$ cat src/rtl/cache_arbiter.sv
// Alternating-priority arbiter that serializes I-cache reads and D-cache
// reads/write-backs onto one shared cacheline memory port.
module cache_arbiter #(
  parameter int S_ADDR = 32,
  parameter int S_LINE = 256
) (
  input  logic              clk,
  input  logic              rst,
  input  logic              i_pmem_read,
  input  logic [S_ADDR-1:0] i_pmem_address,
  output logic [S_LINE-1:0] i_pmem_rdata,
  output logic              i_pmem_resp,
  input  logic              d_pmem_read,
  input  logic              d_pmem_write,
  input  logic [S_ADDR-1:0] d_pmem_address,
  input  logic [S_LINE-1:0] d_pmem_wdata,
  output logic [S_LINE-1:0] d_pmem_rdata,
  output logic              d_pmem_resp,
  output logic              mem_read,
  output logic              mem_write,
  output logic [S_ADDR-1:0] mem_address,
  output logic [S_LINE-1:0] mem_wdata,
  input  logic [S_LINE-1:0] mem_rdata,
  input  logic              mem_resp,
  output logic [1:0]        state_o
);

  // Handshake: a client holds its request level until its one-cycle resp
  // pulse; the memory port request stays asserted through the mem_resp cycle.
  typedef enum logic [1:0] {
    IDLE   = 2'd0,
    I_BUSY = 2'd1,
    D_BUSY = 2'd2,
    DONE   = 2'd3
  } state_t;

  state_t            state_q, state_d;
  logic              last_grant_q, last_grant_d;  // 0 = I, 1 = D
  logic              op_write_q, op_write_d;
  logic [S_ADDR-1:0] addr_q, addr_d;
  logic [S_LINE-1:0] wdata_q, wdata_d;

  logic i_req, d_req;

  assign i_req = i_pmem_read;
  assign d_req = d_pmem_read | d_pmem_write;

  always_ff @(posedge clk) begin
    if (rst) begin
      state_q      <= IDLE;
      last_grant_q <= 1'b1;
      op_write_q   <= 1'b0;
      addr_q       <= '0;
      wdata_q      <= '0;
    end else begin
      state_q      <= state_d;
      last_grant_q <= last_grant_d;
      op_write_q   <= op_write_d;
      addr_q       <= addr_d;
      wdata_q      <= wdata_d;
    end
  end

  always_comb begin
    state_d      = state_q;
    last_grant_d = last_grant_q;
    op_write_d   = op_write_q;
    addr_d       = addr_q;
    wdata_d      = wdata_q;
    mem_read     = 1'b0;
    mem_write    = 1'b0;
    i_pmem_resp  = 1'b0;
    d_pmem_resp  = 1'b0;
    case (state_q)
      IDLE: begin
        // On a tie the client that did not win last time is served.
        if (i_req && (!d_req || last_grant_q)) begin
          addr_d       = i_pmem_address;
          last_grant_d = 1'b0;
          state_d      = I_BUSY;
        end else if (d_req) begin
          addr_d       = d_pmem_address;
          wdata_d      = d_pmem_wdata;
          op_write_d   = d_pmem_write;
          last_grant_d = 1'b1;
          state_d      = D_BUSY;
        end
      end
      I_BUSY: begin
        mem_read = 1'b1;
        if (mem_resp && !rst) begin
          i_pmem_resp = 1'b1;
          state_d     = DONE;
        end
      end
      D_BUSY: begin
        mem_read  = !op_write_q;
        mem_write = op_write_q;
        if (mem_resp && !rst) begin
          d_pmem_resp = 1'b1;
          state_d     = DONE;
        end
      end
      DONE: begin
        state_d = IDLE;
      end
      default: begin
        state_d = IDLE;
      end
    endcase
  end

  assign mem_address  = addr_q;
  assign mem_wdata    = wdata_q;
  assign i_pmem_rdata = i_pmem_resp ? mem_rdata : '0;
  assign d_pmem_rdata = d_pmem_resp ? mem_rdata : '0;
  assign state_o      = state_q;

endmodule

$ cat config.mk
export PLATFORM = sky130hd
export DESIGN_NAME = cache_arbiter
export DESIGN_NICKNAME = d
export VERILOG_FILES = /design/src/rtl/cache_arbiter.sv
export SDC_FILE = /design/constraint.sdc
export NUM_CORES = 1
export LEC_CHECK = 0
export CORE_AREA = 2 2 535 537
export DETAILED_ROUTE_END_ITERATION = 6
export DIE_AREA = 0 0 537 539
export DONT_BUFFER_PORTS = 1
export HOLD_SLACK_MARGIN = 0.15
export PLACE_DENSITY = 0.3
export SYNTH_ARGS = -nofsm -noshare
export SYNTH_HDL_FRONTEND = slang
export SYNTH_SLANG_ARGS = --single-unit
$ cat constraint.sdc
create_clock -name clk -period 2 [get_ports clk]
set_input_delay 0.1 -clock clk [delete_from_list [all_inputs] [get_ports clk]]
set_output_delay 0.1 -clock clk [all_outputs]
set_load 0.1 [all_outputs]
# Word-level counts from Yosys, hierarchy flattened
# Cells that the tools add are included.
# classes
eq_ne	5
n_mux	15
bitwise	2
reduce_logical	12
# ops
operator	n
two-way mux 256 bit	2
two-way mux 32 bit	2
two-way mux 1 bit	6
two-way mux 2 bit	3
one-hot mux 2 bit (3 select lines)	1
== test 2 bit, second input constant	2
AND reduction 2 bit	2
zero test 1 bit	3
!= test 3 bit, second input constant	1
AND reduction 3 bit	1
== test 2 x 1 -> 1 bit, second input constant	1
logical AND 1 bit	2
zero test 2 bit	1
!= test 2 x 1 -> 1 bit, second input constant	1
one-hot mux 1 bit (2 select lines)	1
nonzero test 2 bit	1
OR reduction 2 bit	1
logical OR 1 bit	1
inverter 1 bit	1
OR 1 bit	1
# word_totals
register_bits	292
in_bits	582
elab_cells	39

# Longest topological paths before layout
# depth
depth_word	6
mapped_depth	7

# Worst setup path after synthesis
# No wires, ideal clock.
# synth_timing
path_type	register to output
start	register state_q[0], in the netlist state_o[0]
end	output i_pmem_rdata[246]
t_arrival_ns	2.812
required_time_ns	1.900
slack_ns	-0.912
path_stages_with_launch	6
path_buffers	2
cell_sequence	dfxtp_1 -> ha_1 -> and3_1 -> buf_2 -> buf_2 -> and2_1
# synth_via
elab_chain_cells	3
# synth_rtl
element	line_no	rtl
start, declared	37	state_t state_q, state_d;
start signal, assigned	56	state_q <= state_d;
== test 2 x 1 -> 1 bit	74	case (state_q)
two-way mux 1 bit	74	
named net i_pmem_resp	12	output logic i_pmem_resp,
two-way mux 256 bit	115	assign i_pmem_rdata = i_pmem_resp ? mem_rdata : '0;
end, declared	11	output logic [S_LINE-1:0] i_pmem_rdata,
# The timed path passes the listed nets, and every way through them passes these cells.

# Final worst setup path
# layout_timing
start	register state_q[0], in the netlist state_o[0]
end	output i_pmem_rdata[182]
# layout_via
elab_chain_cells	3
# layout_rtl
element	line_no
== test 2 x 1 -> 1 bit	74
two-way mux 1 bit	74
two-way mux 256 bit	115
# Every way passes these cells.

==> out/results.txt <==
Status = complete, but fails checks
Failing checks = negative hold slack, negative setup slack
IO Port Bufs = 0
Critical Path End Type = output port
Core area = 0.284 sq mm
Period utilization = 128%
Vias in the first global route = 19964
Most numerous cell in the Yosys netlist = and2_1
Boundary pin count = 1388
Async SR Flop Fraction = 0%
Final net count = 3571
Worst Hold Margin = -0.447 ns
Worst Tran Pin Value = 0.944 ns
Critical Path Source Type = flip-flop
Post-route DRC = 0
Syn-to-layout area delta = 151%
Sw Share = 58.6%
Sequential group share of total power = 17.7%
Register clock-pin slew on the reported worst setup and hold paths = 0.06 ns
Std cell rows = 196
Synth top cells by count = and2_1, o21ai_0, dfxtp_1, nand3_1, a21oi_1
CTS tree = yes
Setup ws final = -0.560 ns
Crit path top cell by count = buf_12
Synth Warn # = 0
Routability cong. = 0.910
Switch Pwr = 26.8 mW
Seq/Total Area, Yosys = 38.7%
HP Class = in -> reg
LEAKAGE = 13.9 nW
Data arrival, critical path = 2.46 ns
Minimum clock period = 2.56 ns
First-pass GRT wire length = 266000 um
Worst vdd rail ir drop = 0.938 mV
Die Height = 539 um
Max Root-Sink Buffers = 3
Yosys top cell by area = dfxtp_1
Final Hold Viols = 193
Largest cells by area after synthesis = dfxtp_1, and2_1, o21ai_0
Netlist cell types = 34
CTS Buf Count = 40
Max_cap viols = 0
Syn avg cell area = 7.72 sq um
Layout cell share with drive strength beyond 1 = 49.7%
Initial Util = 5.32%
GRT Overall Usage = 14.6%
Maximum clock frequency = 391 MHz
GR Overflow Total = 0
Number of setup violations in the final report = 515
Antenna violations before repair = 216
Flop and latch count out of synthesis = 292
Comb power frac = 66.1%
Rel. slew slack = 37.1%
Share of the synthesized area in the top cell type = 38.7%
Internal Power = 19.0 mW
Initial DRC Count = 1288
Die Area = 0.289 sq mm
Total number of vias = 20681
EDFF count, synth = 0
Die X = 537 um
Critical path fanouts, max = 11
Max Slew Vio Count = 0
Critical path's slowest cell = dfxtp_4
Layout Skew = 0.0372 ns
Drt via density = 3.02
H-tree levels = 2
Avg WL per Cell = 32.4 um
Largest net degree at the start of global routing = 261
Non-Filler Instances = 6856
Synth Flop Type = dfxtp_1
Critical-path cell list = buf_6 -> ha_4 -> and3_4 -> buf_16 -> buf_4 -> buf_12 -> and2_2 -> buf_12
Post-DRT Antenna Nets = 0
CP bufs+invs = 5
Synth Instances = 1959
Clock sinks = 292
DPL Wire Length = 194000 um
Drt total wl = 222000 um
Clock latency on the worst-skew pair = 0.64 ns
RSZ-0062 raised after global routing = yes
Post-Place Cells = 6360
Slowest stage delay, CP = 0.35 ns
Clock Power Share = 16.2%
Syn Nets = 2545
Drt first pass iters = 5
Crit path max-delay family = buffers and inverters
Mapped Area = 0.0151 sq mm
PD cells = 1210 mW/mm^2
Critical Path RT = 1.90 ns
WS Path Type = reg -> out
Clock root cell = clkbuf_16
power by group through the flow:
stage	Clock (mW)	Combinational, mW	Sequential, mW
global placement	0	29.1	8.15
detailed placement	0	29.1	8.15
floorplan	0	9.74	17.3
global route	7.89	31.5	8.23
finish	7.41	30.3	8.10
CTS	7.75	30.3	8.08
flip-flops by register name, indices dropped and copies added (netlist names):
| name | cells |
|---|---|
| op_write_q | 1 |
| state_o | 2 |
| last_grant_q | 1 |
| mem_wdata | 256 |
| mem_address | 32 |
per-stage QoR:
step / instance area [sq um] / util [%] / total power [mW] / TNS [ns] / setup slack [ns]
after global routing: 37900 / 13.3 / 47.6 / -270.38 / -0.601
after floorplan: 15800 / - / 27.1 / -0.197 / -0.0218
after global placement: 32100 / 11.3 / 37.2 / -13.79 / -0.134
final: 37900 / 13.3 / 45.8 / -219.92 / -0.560
after CTS: 37300 / 13.1 / 46.2 / -374.94 / -0.639
after detailed placement: 32100 / 11.3 / 37.2 / -12.14 / -0.124
cell usage in the layout (no fill, tap or decap), types with 3 or more instances in the layout:
cell,Yosys,final
buf_6,22,5
clkbuf_1,60,5
diode_2,0,82
nand3_1,289,289
inv_6,0,4
buf_12,0,518
buf_16,0,14
inv_4,1,3
and2_4,0,168
inv_1,5,3
dlygate4sd3_1,0,306
o21ai_1,10,10
buf_8,0,8
dfxtp_1,292,289
clkinv_2,0,6
o21ai_0,312,312
clkbuf_16,0,49
a31oi_1,33,33
clkbuf_8,0,8
bufbuf_16,0,5
buf_4,41,342
a21oi_1,257,257
and2_2,0,344
path summary, 6_finish.rpt:
check,slack (ns),startpoint,cells past startpoint,to
max,-0.56,state_o[0],8,i_pmem_rdata[182]
max reg2reg,0,last_grant_q,4,mem_address[3]
min,-0.45,rst,1,mem_wdata[249]
min reg2reg,0.48,mem_wdata[224],2,mem_wdata[224]
cell type report:
class,instances,area (sq um)
diodes,82,205
clock buffers,53,1130
clock inverters,16,156
fillers,32242,246000
inverters,6,30.0
multi-input cells,1438,8880
flip-flops and latches,292,5850
well taps,3762,4710
repair buffers,1207,17000
worst register-to-register path: stages (launching register included):
cell	delay, ns
dfxtp_1	0.43
o21ba_2	0.63
o21ai_0	0.14
dlygate4sd3_1	0.58
a31oi_1	0.15
cell families after synthesis:
group	synth area share, %
simple gates	31.2
compound gates	21.1
flops	38.7
buf+inv	8.63
fa+ha+maj	0.331
mux	0.0662
per-layer routing:
layer | routed length (um) | GRT usage [%]
met1 | 78200 | 15.1
met4 | 7020 | 3.51
met3 | 25900 | 6.85
met5 | 26 | 0
met2 | 111000 | 26.2
timing repair:
item	4_1_cts	5_1_grt
hold buffers	300	8
gates cloned	13	9
pin swaps	72	42
hold endpoints to repair	292	260
setup buffers	12	8
resized for setup	125	72
setup endpoints to repair	516	778
No activity file was read; power rests on OpenSTA's default activity.
